--- config.mk ---
export PLATFORM = sky130hd
export DESIGN_NAME = load_byte_assembler_flat
export DESIGN_NICKNAME = d
export VERILOG_FILES = /design/src/rtl/load_byte_assembler_pkg.sv /design/src/rtl/load_byte_assembler_if.sv /design/src/rtl/load_byte_assembler_byte_lane_insert.sv /design/src/rtl/load_byte_assembler.sv /design/src/flat_wrapper.sv
export SDC_FILE = /design/constraint.sdc
export NUM_CORES = 1
export LEC_CHECK = 0
export ABC_AREA = 0
export CAP_MARGIN = 20
export CORE_MARGIN = 5
export CORE_UTILIZATION = 46
export CTS_CLUSTER_DIAMETER = 60
export DETAILED_ROUTE_END_ITERATION = 8
export GPL_ROUTABILITY_DRIVEN = 0
export GPL_TIMING_DRIVEN = 1
export PLACE_DENSITY = 0.79
export SLEW_MARGIN = 20
export SYNTH_ARGS = -nofsm -noshare
export SYNTH_HDL_FRONTEND = slang
export SYNTH_SLANG_ARGS = --single-unit
--- constraint.sdc ---
create_clock -name clock -period 2.2 [get_ports clock]
set_input_delay 0.33 -clock clock [delete_from_list [all_inputs] [get_ports clock]]
set_output_delay 0.33 -clock clock [all_outputs]
set_load 0.1 [all_outputs]
--- src/rtl/load_byte_assembler_pkg.sv ---
// Shared encodings for the byte-wide load engine: size codes, mux selects,
// FSM states and small decode helpers.
package load_pkg;

    typedef enum logic [1:0] {
        SIZE_BYTE    = 2'b00,
        SIZE_HALF    = 2'b01,
        SIZE_WORD    = 2'b10,
        SIZE_ILLEGAL = 2'b11
    } size_e;

    localparam logic [1:0] SEL_WORD = 2'b00;
    localparam logic [1:0] SEL_HALF = 2'b01;
    localparam logic [1:0] SEL_BYTE = 2'b11;

    typedef enum logic [1:0] {
        ST_IDLE,
        ST_READ,
        ST_LAST,
        ST_DONE
    } state_e;

    // Number of bytes moved for a size code; 0 marks a rejected request.
    function automatic logic [2:0] size_bytes(input logic [1:0] size);
        case (size)
            SIZE_BYTE: size_bytes = 3'd1;
            SIZE_HALF: size_bytes = 3'd2;
            SIZE_WORD: size_bytes = 3'd4;
            default:   size_bytes = 3'd0;
        endcase
    endfunction

    function automatic logic [1:0] size_sel(input logic [1:0] size);
        case (size)
            SIZE_BYTE: size_sel = SEL_BYTE;
            SIZE_HALF: size_sel = SEL_HALF;
            default:   size_sel = SEL_WORD;
        endcase
    endfunction

    function automatic logic misaligned(input logic [1:0] size, input logic [1:0] lsb);
        case (size)
            SIZE_HALF: misaligned = lsb[0];
            SIZE_WORD: misaligned = (lsb != 2'b00);
            default:   misaligned = 1'b0;
        endcase
    endfunction

endpackage

--- src/rtl/load_byte_assembler_if.sv ---
// Request/result bus plus byte-memory port of the load engine.
// slave: the load engine; master: requester and memory model.
interface load_byte_assembler_if #(
    parameter int ADDR_W = 16
);
    logic              start;
    logic [1:0]        size;
    logic [ADDR_W-1:0] addr;
    logic              mem_rd;
    logic [ADDR_W-1:0] mem_addr;
    logic [7:0]        mem_data;
    logic              busy;
    logic              done;
    logic              err;
    logic [31:0]       data_word;
    logic [15:0]       data_half;
    logic [7:0]        data_byte;
    logic [1:0]        sel;

    modport slave (
        input  start, size, addr, mem_data,
        output mem_rd, mem_addr, busy, done, err,
               data_word, data_half, data_byte, sel
    );

    modport master (
        output start, size, addr, mem_data,
        input  mem_rd, mem_addr, busy, done, err,
               data_word, data_half, data_byte, sel
    );
endinterface

--- src/rtl/load_byte_assembler_byte_lane_insert.sv ---
// Replaces one byte lane of a 32-bit word; kept separate so a store path
// can reuse the same lane steering.
module byte_lane_insert (
    input  logic [31:0] word_i,
    input  logic [1:0]  lane_i,
    input  logic [7:0]  byte_i,
    output logic [31:0] word_o
);
    always_comb begin
        word_o = word_i;
        case (lane_i)
            2'd0:    word_o[7:0]   = byte_i;
            2'd1:    word_o[15:8]  = byte_i;
            2'd2:    word_o[23:16] = byte_i;
            default: word_o[31:24] = byte_i;
        endcase
    end
endmodule

--- src/rtl/load_byte_assembler.sv ---
// Multi-cycle little-endian load of 1/2/4 bytes from a byte-wide synchronous
// memory. Optional macro LOAD_ALIGN_CHECK_EN rejects misaligned half/word loads.
module load_byte_assembler
    import load_pkg::*;
#(
    parameter int ADDR_W = 16
) (
    input  logic                  clock,
    input  logic                  reset,
    load_byte_assembler_if.slave  bus
);

    localparam logic [ADDR_W-1:0] ADDR_ONE = {{(ADDR_W-1){1'b0}}, 1'b1};

    state_e            state_q;
    logic [2:0]        n_q;
    logic [1:0]        cnt_q;
    logic [ADDR_W-1:0] mem_addr_q;
    logic              mem_rd_q;
    logic              busy_q;
    logic              done_q;
    logic              err_q;
    logic [1:0]        sel_q;
    logic [31:0]       word_q;

    logic              reject;
    logic [1:0]        lane;
    logic [31:0]       word_d;

`ifdef LOAD_ALIGN_CHECK_EN
    always_comb begin
        reject = (bus.size == SIZE_ILLEGAL) || misaligned(bus.size, bus.addr[1:0]);
    end
`else
    always_comb begin
        reject = (bus.size == SIZE_ILLEGAL);
    end
`endif

    // Data for the read issued in the previous cycle lands in lane cnt-1;
    // in LAST it is the final lane N-1.
    always_comb begin
        lane = cnt_q - 2'd1;
        if (state_q == ST_LAST) begin
            lane = 2'(n_q - 3'd1);
        end
    end

    byte_lane_insert u_lane (
        .word_i (word_q),
        .lane_i (lane),
        .byte_i (bus.mem_data),
        .word_o (word_d)
    );

    always_ff @(posedge clock or posedge reset) begin
        if (reset) begin
            state_q    <= ST_IDLE;
            n_q        <= 3'd0;
            cnt_q      <= 2'd0;
            mem_addr_q <= '0;
            mem_rd_q   <= 1'b0;
            busy_q     <= 1'b0;
            done_q     <= 1'b0;
            err_q      <= 1'b0;
            sel_q      <= SEL_WORD;
            word_q     <= 32'd0;
        end else begin
            done_q <= 1'b0;
            err_q  <= 1'b0;
            case (state_q)
                ST_IDLE: begin
                    if (bus.start) begin
                        word_q <= 32'd0;
                        busy_q <= 1'b1;
                        cnt_q  <= 2'd0;
                        if (reject) begin
                            // Rejected loads idle one cycle in LAST so that
                            // done still arrives N+2 cycles after start (N=0).
                            n_q     <= 3'd0;
                            sel_q   <= SEL_WORD;
                            state_q <= ST_LAST;
                        end else begin
                            n_q        <= size_bytes(bus.size);
                            sel_q      <= size_sel(bus.size);
                            mem_addr_q <= bus.addr;
                            mem_rd_q   <= 1'b1;
                            state_q    <= ST_READ;
                        end
                    end
                end
                ST_READ: begin
                    if (cnt_q != 2'd0) begin
                        word_q <= word_d;
                    end
                    if (3'(cnt_q) == n_q - 3'd1) begin
                        mem_rd_q <= 1'b0;
                        state_q  <= ST_LAST;
                    end else begin
                        cnt_q      <= cnt_q + 2'd1;
                        mem_addr_q <= mem_addr_q + ADDR_ONE;
                    end
                end
                ST_LAST: begin
                    if (n_q != 3'd0) begin
                        word_q <= word_d;
                    end
                    cnt_q   <= 2'd0;
                    done_q  <= 1'b1;
                    err_q   <= (n_q == 3'd0);
                    state_q <= ST_DONE;
                end
                default: begin
                    busy_q  <= 1'b0;
                    state_q <= ST_IDLE;
                end
            endcase
        end
    end

    assign bus.mem_rd    = mem_rd_q;
    assign bus.mem_addr  = mem_addr_q;
    assign bus.busy      = busy_q;
    assign bus.done      = done_q;
    assign bus.err       = err_q;
    assign bus.sel       = sel_q;
    assign bus.data_word = word_q;
    assign bus.data_half = word_q[15:0];
    assign bus.data_byte = word_q[7:0];

endmodule
--- src/flat_wrapper.sv ---
// flat-port wrapper written by rule: the top's interface ports become plain ports
module load_byte_assembler_flat import load_pkg::*;
#(
    parameter int ADDR_W = 16
)
  (clock, reset, bus_start, bus_size, bus_addr, bus_mem_data, bus_mem_rd, bus_mem_addr, bus_busy, bus_done, bus_err, bus_data_word, bus_data_half, bus_data_byte, bus_sel);
  load_byte_assembler_if #(.ADDR_W(ADDR_W)) bus_i ();
  input  logic clock;
  input  logic reset;
  input wire logic [$bits(bus_i.start)-1:0] bus_start;
  input wire logic [$bits(bus_i.size)-1:0] bus_size;
  input wire logic [$bits(bus_i.addr)-1:0] bus_addr;
  input wire logic [$bits(bus_i.mem_data)-1:0] bus_mem_data;
  output wire logic [$bits(bus_i.mem_rd)-1:0] bus_mem_rd;
  output wire logic [$bits(bus_i.mem_addr)-1:0] bus_mem_addr;
  output wire logic [$bits(bus_i.busy)-1:0] bus_busy;
  output wire logic [$bits(bus_i.done)-1:0] bus_done;
  output wire logic [$bits(bus_i.err)-1:0] bus_err;
  output wire logic [$bits(bus_i.data_word)-1:0] bus_data_word;
  output wire logic [$bits(bus_i.data_half)-1:0] bus_data_half;
  output wire logic [$bits(bus_i.data_byte)-1:0] bus_data_byte;
  output wire logic [$bits(bus_i.sel)-1:0] bus_sel;
  assign bus_i.start = bus_start;
  assign bus_i.size = bus_size;
  assign bus_i.addr = bus_addr;
  assign bus_i.mem_data = bus_mem_data;
  assign bus_mem_rd = bus_i.mem_rd;
  assign bus_mem_addr = bus_i.mem_addr;
  assign bus_busy = bus_i.busy;
  assign bus_done = bus_i.done;
  assign bus_err = bus_i.err;
  assign bus_data_word = bus_i.data_word;
  assign bus_data_half = bus_i.data_half;
  assign bus_data_byte = bus_i.data_byte;
  assign bus_sel = bus_i.sel;
  load_byte_assembler #(.ADDR_W(ADDR_W)) u_core (.clock(clock), .reset(reset), .bus(bus_i));
endmodule
---- Word level (Yosys, flattened, before mapping) ----
Cells that the tools add are included.
word-level totals
  register bits ........................... 61
  bits in latches ......................... 0
  bits in writable memories ............... 0
  memory bits (read-only) ................. 0
  input port bits ......................... 29
  output and inout bits ................... 78
  word-level logic and storage cells ...... 78
  memories kept ........................... 0
operators by class
  add/sub/neg operators ................... 4
  multiply operators ...................... 0
  divide/modulo/power cells ............... 0
  $lt $le $gt $ge ......................... 0
  equality and inequality tests ........... 14
  shifts and indexed selects .............. 0
  muxes and demuxes ....................... 32
  bitwise logic cells ..................... 1
  reduce and logical (&&, ||, !) cells .... 17
operators by type and width
  operator                                                                  number
  32-bit 2-to-1 mux                                                         3
  32-bit case mux with 3 select lines                                       1
  16-bit 2-to-1 mux                                                         3
  8-bit 2-to-1 mux                                                          4
  16-bit case mux with 2 select lines                                       1
  16-bit by 1-bit adder with 16-bit output (second input constant)          1
  2-bit 2-to-1 mux                                                          7
  2-bit case mux with 3 select lines                                        2
  4-bit AND reduction                                                       3
  3-bit case mux with 3 select lines                                        1
  2-bit == test (second input constant)                                     4
  2-bit inequality test (second input constant)                             4
  2-bit by 1-bit == test with 1-bit output (second input constant)          3
  2-bit logical NOT                                                         3
  1-bit 2-to-1 mux                                                          6
  2-bit AND reduction                                                       3
  3-bit nonzero test                                                        2
  2-bit by 1-bit inequality test with 1-bit output (second input constant)  2
  1-bit case mux with 2 select lines                                        2
  2-bit case mux with 2 select lines                                        1
  2-bit nonzero test                                                        2
  2-bit by 3-bit == test with 1-bit output                                  1
  3-bit logical NOT                                                         1
  3-bit 2-to-1 mux                                                          1
  7 further kinds                                                           7

---- Depth between registers and ports, before layout ----
Gate-level depths: netlist of run 1.
  depth after elaboration ................. 7
  gate-level depth with buffers ........... 7
  gate-level depth less buffers ........... 6

---- Cells and area by module ----
Synthesis of run 1 repeated with hierarchy kept, for this count alone.
unflattened totals
  cell total of the unflattened synthesis .. 391
  area, all modules ....................... 3,558.4 um^2
by module, submodules not included
  module               times used  cells each  area each (um^2)
  load_byte_assembler  1           353         3,150.5
  byte_lane_insert     1           38          407.9

---- Least setup slack after synthesis of run 1 ----
Ideal clock, no wire load.
  kind .................................... register to register
  start point ............................. register u_core.mem_addr_q[1], in the netlist u_core.bus.mem_addr[1]
  end point ............................... register u_core.mem_addr_q[12], in the netlist u_core.bus.mem_addr[12]
  arrival ................................. 2,094 ps
  data required time ...................... 2,113 ps
  slack ................................... 19 ps
  stages on the path, launching flop included .. 6
  path buffers ............................ 0
  clock period less this slack ............ 2,181 ps
  cell sequence ........................... dfrtp_1 -> ha_1 -> nand3_1 -> nor3_1 -> a311oi_1 -> nor3_1
on the way
  longest elaborated chain between the ends .. 3
RTL lines
  item                                      line                        text
  from (decl)                               load_byte_assembler.sv:18   logic [ADDR_W-1:0] mem_addr_q;
  from (signal assigned)                    load_byte_assembler.sv:86   mem_addr_q <= bus.addr;
  from (signal assigned)                    load_byte_assembler.sv:101  mem_addr_q <= mem_addr_q + ADDR_ONE;
  16-bit by 1-bit adder with 16-bit output  load_byte_assembler.sv:101
  16-bit 2-to-1 mux                         load_byte_assembler.sv:96   if (3'(cnt_q) == n_q - 3'd1) begin
  16-bit case mux with 2 select lines       load_byte_assembler.sv:71   case (state_q)
Every way passes these cells. The select of a mux whose other input is x is not followed.
A chain may end at the register's enable or synchronous reset.

---- Worst setup path after layout of run 1 ----
  start point ............................. register u_core.n_q[0]
  end point ............................... register u_core.mem_addr_q[11], in the netlist u_core.bus.mem_addr[11]
on the way
  longest elaborated chain between the ends .. 4
RTL lines
  item                                         line                       text
  from (decl)                                  load_byte_assembler.sv:16  logic [2:0] n_q;
  from (signal assigned)                       load_byte_assembler.sv:84  n_q <= size_bytes(bus.size);
  3-bit by 1-bit subtractor with 3-bit output  n/a
  2-bit by 3-bit == test with 1-bit output     load_byte_assembler.sv:96
  2-bit inequality test (no source line)       n/a
  4-bit AND reduction (no source line)         n/a
Every way passes these cells.

==> results.json, run 1 <==
{
  "synthTopCellsByArea": "dfrtp_1 (46%), mux2_2 (12%), buf_4 (5.7%)",
  "dp_cells": 491,
  "crit_chain": "inv_1 -> ha_1 -> xor2_1 -> a31o_2 -> or4_1 -> o211ai_1",
  "endpoint": "u_core.bus.mem_addr[11]$_DFFE_PP0P_",
  "period_needed_ns": 2.084,
  "clk_pin_slew_ns": 0.08,
  "clock-root-buffer": "clkbuf_8",
  "core_mm2": 0.006869,
  "wire_per_inst_um": 16.94,
  "placed_cell_area_mm2": 0.004153,
  "fin_cells": 508,
  "track_usage_pct": 19.27,
  "seq_power_share_pct": 42.6,
  "intPower_uw": 1783,
  "relSlewSlack_pct": 67.63,
  "grt_pass1_wl_mm": 13.41,
  "final_area_mm2": 0.004372,
  "hpwl_mm": 6.391,
  "status": "complete, no violations",
  "synthToLayoutAreaGrowth_pct": 33.82,
  "drt_iter0_drc": 121,
  "io_pins": 107,
  "chipWidth_um": 94.27,
  "wirelength_mm": 8.607,
  "ctsHoldBuffers": 0,
  "p_switching_uw": 901.0,
  "fin_skew_ns": 0.005955,
  "synth_top_area_share_pct": 45.96,
  "drc": 0,
  "r2r_end": "u_core.bus.mem_addr[11]$_DFFE_PP0P_",
  "fin_ws_ns": 0.1163,
  "die_area_mm2": 0.008887,
  "grt_pass1_vias": 2765,
  "ys_ff_latch": 60,
  "p_clk_share_pct": 37.3,
  "syn_inst": 308,
  "grt.overflow.total": 0,
  "slew_violations": 0,
  "synth_common_cells": "dfrtp_1 (60), mux2_2 (36), buf_4 (25)",
  "nets": 445,
  "ys.flop_type": "dfrtp_1",
  "htree_num_levels": 3,
  "clk_path_buf_depth": 2,
  "dr.pass1.iters": 4,
  "crit_fanout": 7,
  "p_sw_share_pct": 33.57,
  "diodes": 0,
  "crit_type": "reg2reg",
  "synth_area_per_cell_um2": 10.61,
  "synth_area_mm2": 0.003267,
  "required_ns": 2.45,
  "timing.critical_path.from": "u_core.n_q[0]$_DFFE_PP0P_",
  "synth_cell_type_count": 50,
  "ant_nets": 0,
  "hold_class": "in2async",
  "maxCapViolations": 0,
  "finalCritPeriodShare_pct": 94.71,
  "r2r_slack_ns": 0.12,
  "cp_slowest_stage_delay_ns": 0.49,
  "ff2ff_path_depth": 6,
  "setup_viol": 0,
  "vias": 2809,
  "synth-seq-area-share_pct": 45.96,
  "synth-async-reset-ratio_pct": 100.0,
  "die_h_um": 94.27,
  "clk_latency_ns": 0.34,
  "critPathCaptureType": "flop",
  "yosys_warnings": 0,
  "vias_per_cell": 5.530,
  "yosys.cell_count.top_type": "dfrtp_1",
  "io_buffers": 106,
  "power_density_mw_per_mm2": 614.0,
  "drive_above_1_share_pct": 38.35,
  "post-synth-top-area-cell": "dfrtp_1",
  "vdd_drop_max_mv": 0.3139,
  "setup.worst_path.start_class": "flop",
  "cts_num_sinks": 60,
  "max_freq_ghz": 0.4799,
  "antenna_found_initial": 0,
  "cts_tree": "yes",
  "p_leak_uw": 0.002059,
  "grt_start_max_net_pins": 61,
  "synth_nets": 346,
  "synth-edff-count": 0,
  "crit_slowest_cell": "or4_1",
  "p_comb_share_pct": 20.1,
  "reg2reg_from": "u_core.n_q[0]$_DFFE_PP0P_",
  "rows": 30,
  "final_hold_viol_count": 0,
  "n_fill_cell": 564,
  "initial_utilization_pct": 47.56,
  "worstMarginPinSlew_ns": 0.4820,
  "place_ws_ns": 0.03147,
  "fin_setup_tns_ns": 0,
  "cts_buffers": 9,
  "arrival_ns": 2.34
}
registers in the layout, indices dropped and copies added, names as in the netlist, 2 cells and up:
register              count
u_core.n_q                3
u_core.cnt_q              2
u_core.state_q            2
u_core.bus.mem_addr      16
u_core.bus.data_word     32
cell usage in the layout, fill, tap and decap left out, drive strengths merged, types with 2 or more instances in the layout:
cell type | synthesis | layout
a32oi | 2 | 2
a41o | 2 | 2
nand3 | 7 | 7
o31ai | 2 | 2
a311oi | 3 | 3
inv | 12 | 13
and2 | 11 | 11
a31oi | 7 | 7
a21oi | 13 | 13
and4 | 3 | 3
o22ai | 6 | 6
clkdlybuf4s50 | 0 | 28
ha | 9 | 9
and3 | 4 | 4
mux2i | 3 | 3
o21ai | 18 | 18
nor2 | 9 | 9
nand2b | 3 | 3
a2bb2oi | 2 | 2
dfrtp | 60 | 60
clkbuf | 6 | 9
xor2 | 2 | 2
mux2 | 36 | 36
a31o | 2 | 2
nor4b | 4 | 4
nand2 | 26 | 26
buf | 28 | 94
nor3 | 5 | 5
clkinv | 0 | 3
nand4 | 4 | 4
a211oi | 2 | 2
clkinvlp | 0 | 2
per-layer routing:
metal,track usage [%],up-vias,wire length (µm)
met3,6.010,8,804
met4,5.656,0,61
met5,0,-,0
met2,32.80,148,4265
li1,-,1305,-
met1,23.31,1348,3475
worst min path at each step:
stage,slack (ns),endpoint,cells after the start,from
2_1_floorplan,0.43,u_core.n_q[0]$_DFFE_PP0P_,1,bus_size[0]
3_3_place_gp,0.47,u_core.n_q[1]$_DFFE_PP0P_,2,u_core.n_q[1]$_DFFE_PP0P_
3_5_place_dp,0.47,u_core.n_q[1]$_DFFE_PP0P_,2,u_core.n_q[1]$_DFFE_PP0P_
4_1_cts,0.37,u_core.bus.data_word[13]$_DFFE_PP0P_,3,reset
5_1_grt,0.40,u_core.bus.data_word[13]$_DFFE_PP0P_,3,reset
6_report,0.37,u_core.bus.data_word[13]$_DFFE_PP0P_,3,reset
power groups by stage:
stage,combinational (µW),sequential (µW),clock [µW]
2_1_floorplan,256,1330,0
3_3_place_gp,540,1160,0
3_5_place_dp,543,1170,0
4_1_cts,544,1140,1020
5_1_grt,556,1150,1070
6_report,539,1140,1000
critical path: cells and delay by family, from the launching register on:
kind	cells	cell delay, ns
AO/OA/AOI/OAI	2	0.53
AND/OR/NAND/NOR	1	0.49
flip-flops	1	0.35
adder cells (fa/ha/maj)	1	0.35
XOR/XNOR	1	0.23
buffers and inverters	1	0.06
cells by family (layout without fill, tap and decap cells):
group,after synthesis,count (layout),share of synthesized area (%)
AOI/OAI and AO/OA,69,69,14.40
muxes,39,39,13.33
and+or+nand+nor,82,82,13.79
xor gates and xnor gates,3,3,0.8044
buffers and inverters,46,150,8.272
DFF,60,60,45.96
adders and majority gates,9,9,3.447
stage by stage:
step / hold WS [ns] / power (µW) / utilization [%]
6_report: 0.3656 / 2684 / 63.64
3_3_place_gp: 0.4684 / 1704 / 60.46
4_1_cts: 0.3713 / 2710 / 63.37
5_1_grt: 0.3970 / 2773 / 63.64
2_1_floorplan: 0.4282 / 1583 / -
3_5_place_dp: 0.4725 / 1709 / 60.46
final cells by class:
class | instances | area [µm²] | area share [%]
inverter | 12 | 45.04 | 1.030
tap | 96 | 120.1 | 2.748
multi-input combinational | 202 | 1506 | 34.46
timing repair buffer | 122 | 998.5 | 22.84
sequential | 60 | 1501 | 34.34
clock inverter | 7 | 76.32 | 1.746
clock buffer | 9 | 123.9 | 2.833
what timing repair did:
action                                  CTS  global route
endpoints found under the setup margin    0            33
buffers inserted                          0             1
gates resized for setup                   0             2
No activity file was read; power rests on OpenSTA's default activity.
==> run 2, diff against run 1 <==
ABC_AREA = 1   (was 0)
CORE_UTILIZATION = 47   (was 46)
PLACE_DENSITY = 0.8   (was 0.79)
==> results.json, run 2 <==
{
  "status": "complete, no violations",
  "post-route-util_pct": 62.73,
  "setup.worst_path.start_class": "flop",
  "clk_pin_slew_ns": 0.07,
  "hold_class": "in2async",
  "max_freq_ghz": 0.5085,
  "cts_buffers": 9,
  "diodes": 0,
  "htree_num_levels": 3,
  "arrival_ns": 2.18,
  "io_buffers": 106,
  "grt_pass1_vias": 2930,
  "antenna_found_initial": 0,
  "critPathCaptureType": "flop",
  "yosys_warnings": 0,
  "place_ws_ns": 0.2151,
  "ant_nets": 0,
  "drc": 0,
  "clock-root-buffer": "clkbuf_8",
  "slew_violations": 0,
  "synth_top_area_share_pct": 44.96,
  "nets": 558,
  "fin_skew_ns": 0.009073,
  "dr.pass1.iters": 4,
  "wirelength_mm": 7.900,
  "rsz0062_at_grt": "false",
  "vias": 3062,
  "final_hold_viol_count": 0,
  "synth-seq-area-share_pct": 44.96,
  "cp_slowest_stage_delay_ns": 0.43,
  "crit_slowest_cell": "dfrtp_1",
  "final_cell_mix": "nand2_1 (152), buf_4 (81), dfrtp_1 (60), inv_1 (37), o21ai_1 (32)",
  "die_area_mm2": 0.008891,
  "grt.overflow.total": 0,
  "post-synth-top-area-cell": "dfrtp_1",
  "core_mm2": 0.006869,
  "synthTopCellsByArea": "dfrtp_1 (45%), nand2_1 (17%), buf_4 (5.6%)",
  "synth-async-reset-ratio_pct": 100.0,
  "die_h_um": 94.29,
  "worstPathBufferInverterCount": 3,
  "initial_utilization_pct": 48.62,
  "ys_ff_latch": 60,
  "drive_above_1_share_pct": 22.90,
  "clk_path_buf_depth": 2,
  "period_needed_ns": 1.966,
  "synth_common_cells": "nand2_1 (152), dfrtp_1 (60), inv_1 (38)",
  "hpwl_mm": 6.032,
  "fin_setup_tns_ns": 0,
  "cts_num_sinks": 60,
  "crit_type": "reg2reg",
  "ys.flop_type": "dfrtp_1",
  "track_usage_pct": 18.19,
  "layout.cells.most_common": "nand2_1",
  "chipWidth_um": 94.29,
  "synth_area_mm2": 0.003339,
  "timing.hold.ws_ns": 0.3034,
  "synth_cell_type_count": 26,
  "setup_viol": 0,
  "maxCapViolations": 0,
  "worstMarginPinSlew_ns": 0.4136,
  "ctsHoldBuffers": 0,
  "syn_inst": 434,
  "yosys.cell_count.top_type": "nand2_1",
  "cts_setup_buffers": 0,
  "vias_per_cell": 4.939,
  "cts-resized-gates": 0,
  "synthToLayoutAreaGrowth_pct": 29.04,
  "grt_start_max_net_pins": 27,
  "wire_per_inst_um": 12.74,
  "crit_top_cell": "nand2_1",
  "clk_latency_ns": 0.33,
  "finalCritPeriodShare_pct": 89.38,
  "relSlewSlack_pct": 72.39,
  "synth_nets": 472,
  "crit_fanout": 18,
  "largest_reg_flops": 32,
  "synth_area_per_cell_um2": 7.695,
  "grt_pass1_wl_mm": 12.92,
  "path_delay_family": "simple AND/OR/NAND/NOR gates",
  "synth-edff-count": 0,
  "rows": 30,
  "required_ns": 2.41,
  "crit_chain": "inv_1 -> ha_1 -> inv_1 -> nand2_1 -> nand2_1 -> nand4_1 -> nand2_4 -> inv_2 -> nand2_1 -> o21ai_1",
  "fin_ws_ns": 0.2336,
  "io_pins": 107,
  "cts_tree": "yes",
  "drt_iter0_drc": 90
}
[run 2: changes by cell type after synthesis, sizes merged, moves of 7 or more]
cell,change
a31oi,-7
nand2,+133
mux2,-36
nor2,+21
o21ai,+37
inv,+28
and2,-11
a21oi,-10
nand3,+23
[run 2: cells by family (layout without fill, tap and decap cells)]
| logic type | count (synthesis) | count (layout) | synth area share [%] |
|---|---|---|---|
| xor+xnor | 1 | 1 | 0.2623 |
| compound gates | 60 | 60 | 10.12 |
| flops | 60 | 60 | 44.96 |
| fa+ha+maj | 9 | 9 | 3.372 |
| simple gates | 228 | 228 | 28.74 |
| buf+inv | 76 | 166 | 12.55 |
[run 2: path summary, 6_finish.rpt]
path	from	to	slack (ns)	cells after the start
hold reg to reg	u_core.bus.sel[0]$_DFFE_PP0P_	u_core.bus.sel[0]$_DFFE_PP0P_	0.49	2
hold / removal	reset	u_core.bus.mem_addr[9]$_DFFE_PP0P_	0.30	2
max in group asynchronous	reset	u_core.bus.data_word[11]$_DFFE_PP0P_	1.29	4
setup reg to reg	u_core.n_q[0]$_DFFE_PP0P_	u_core.bus.mem_addr[3]$_DFFE_PP0P_	0.23	10
setup / recovery	u_core.n_q[0]$_DFFE_PP0P_	u_core.bus.mem_addr[3]$_DFFE_PP0P_	0.23	10
min in group clock	u_core.bus.sel[0]$_DFFE_PP0P_	u_core.bus.sel[0]$_DFFE_PP0P_	0.49	2
[run 2: metrics by stage]
| stage | instances | cell area [µm²] |
|---|---|---|
| global placement | 605 | 4119 |
| finish | 620 | 4309 |
| detailed placement | 605 | 4119 |
| CTS | 620 | 4309 |
| global route | 620 | 4309 |
| floorplan | 434 | 3339 |
[run 2: per-layer routing]
layer,share of wire (%),vias up,global-route usage [%]
met5,0,-,0
met4,1.5,0,6.980
met3,7.6,15,5.048
met2,46,127,30.08
met1,45,1387,22.49
li1,-,1533,-
[run 2: final cells by class]
type                    count  area [µm²]
repair buffers            111       928.4
well taps                  96       120.1
inverters                  40       150.1
clock buffers              10       137.6
fillers                   612        2560
flip-flops and latches     60        1501
clock inverters             5       52.55
multi-input cells         298        1419
Power of run 2 is not shown: default switching activity piles up to over one toggle a cycle in this logic, so the estimate is an artifact.
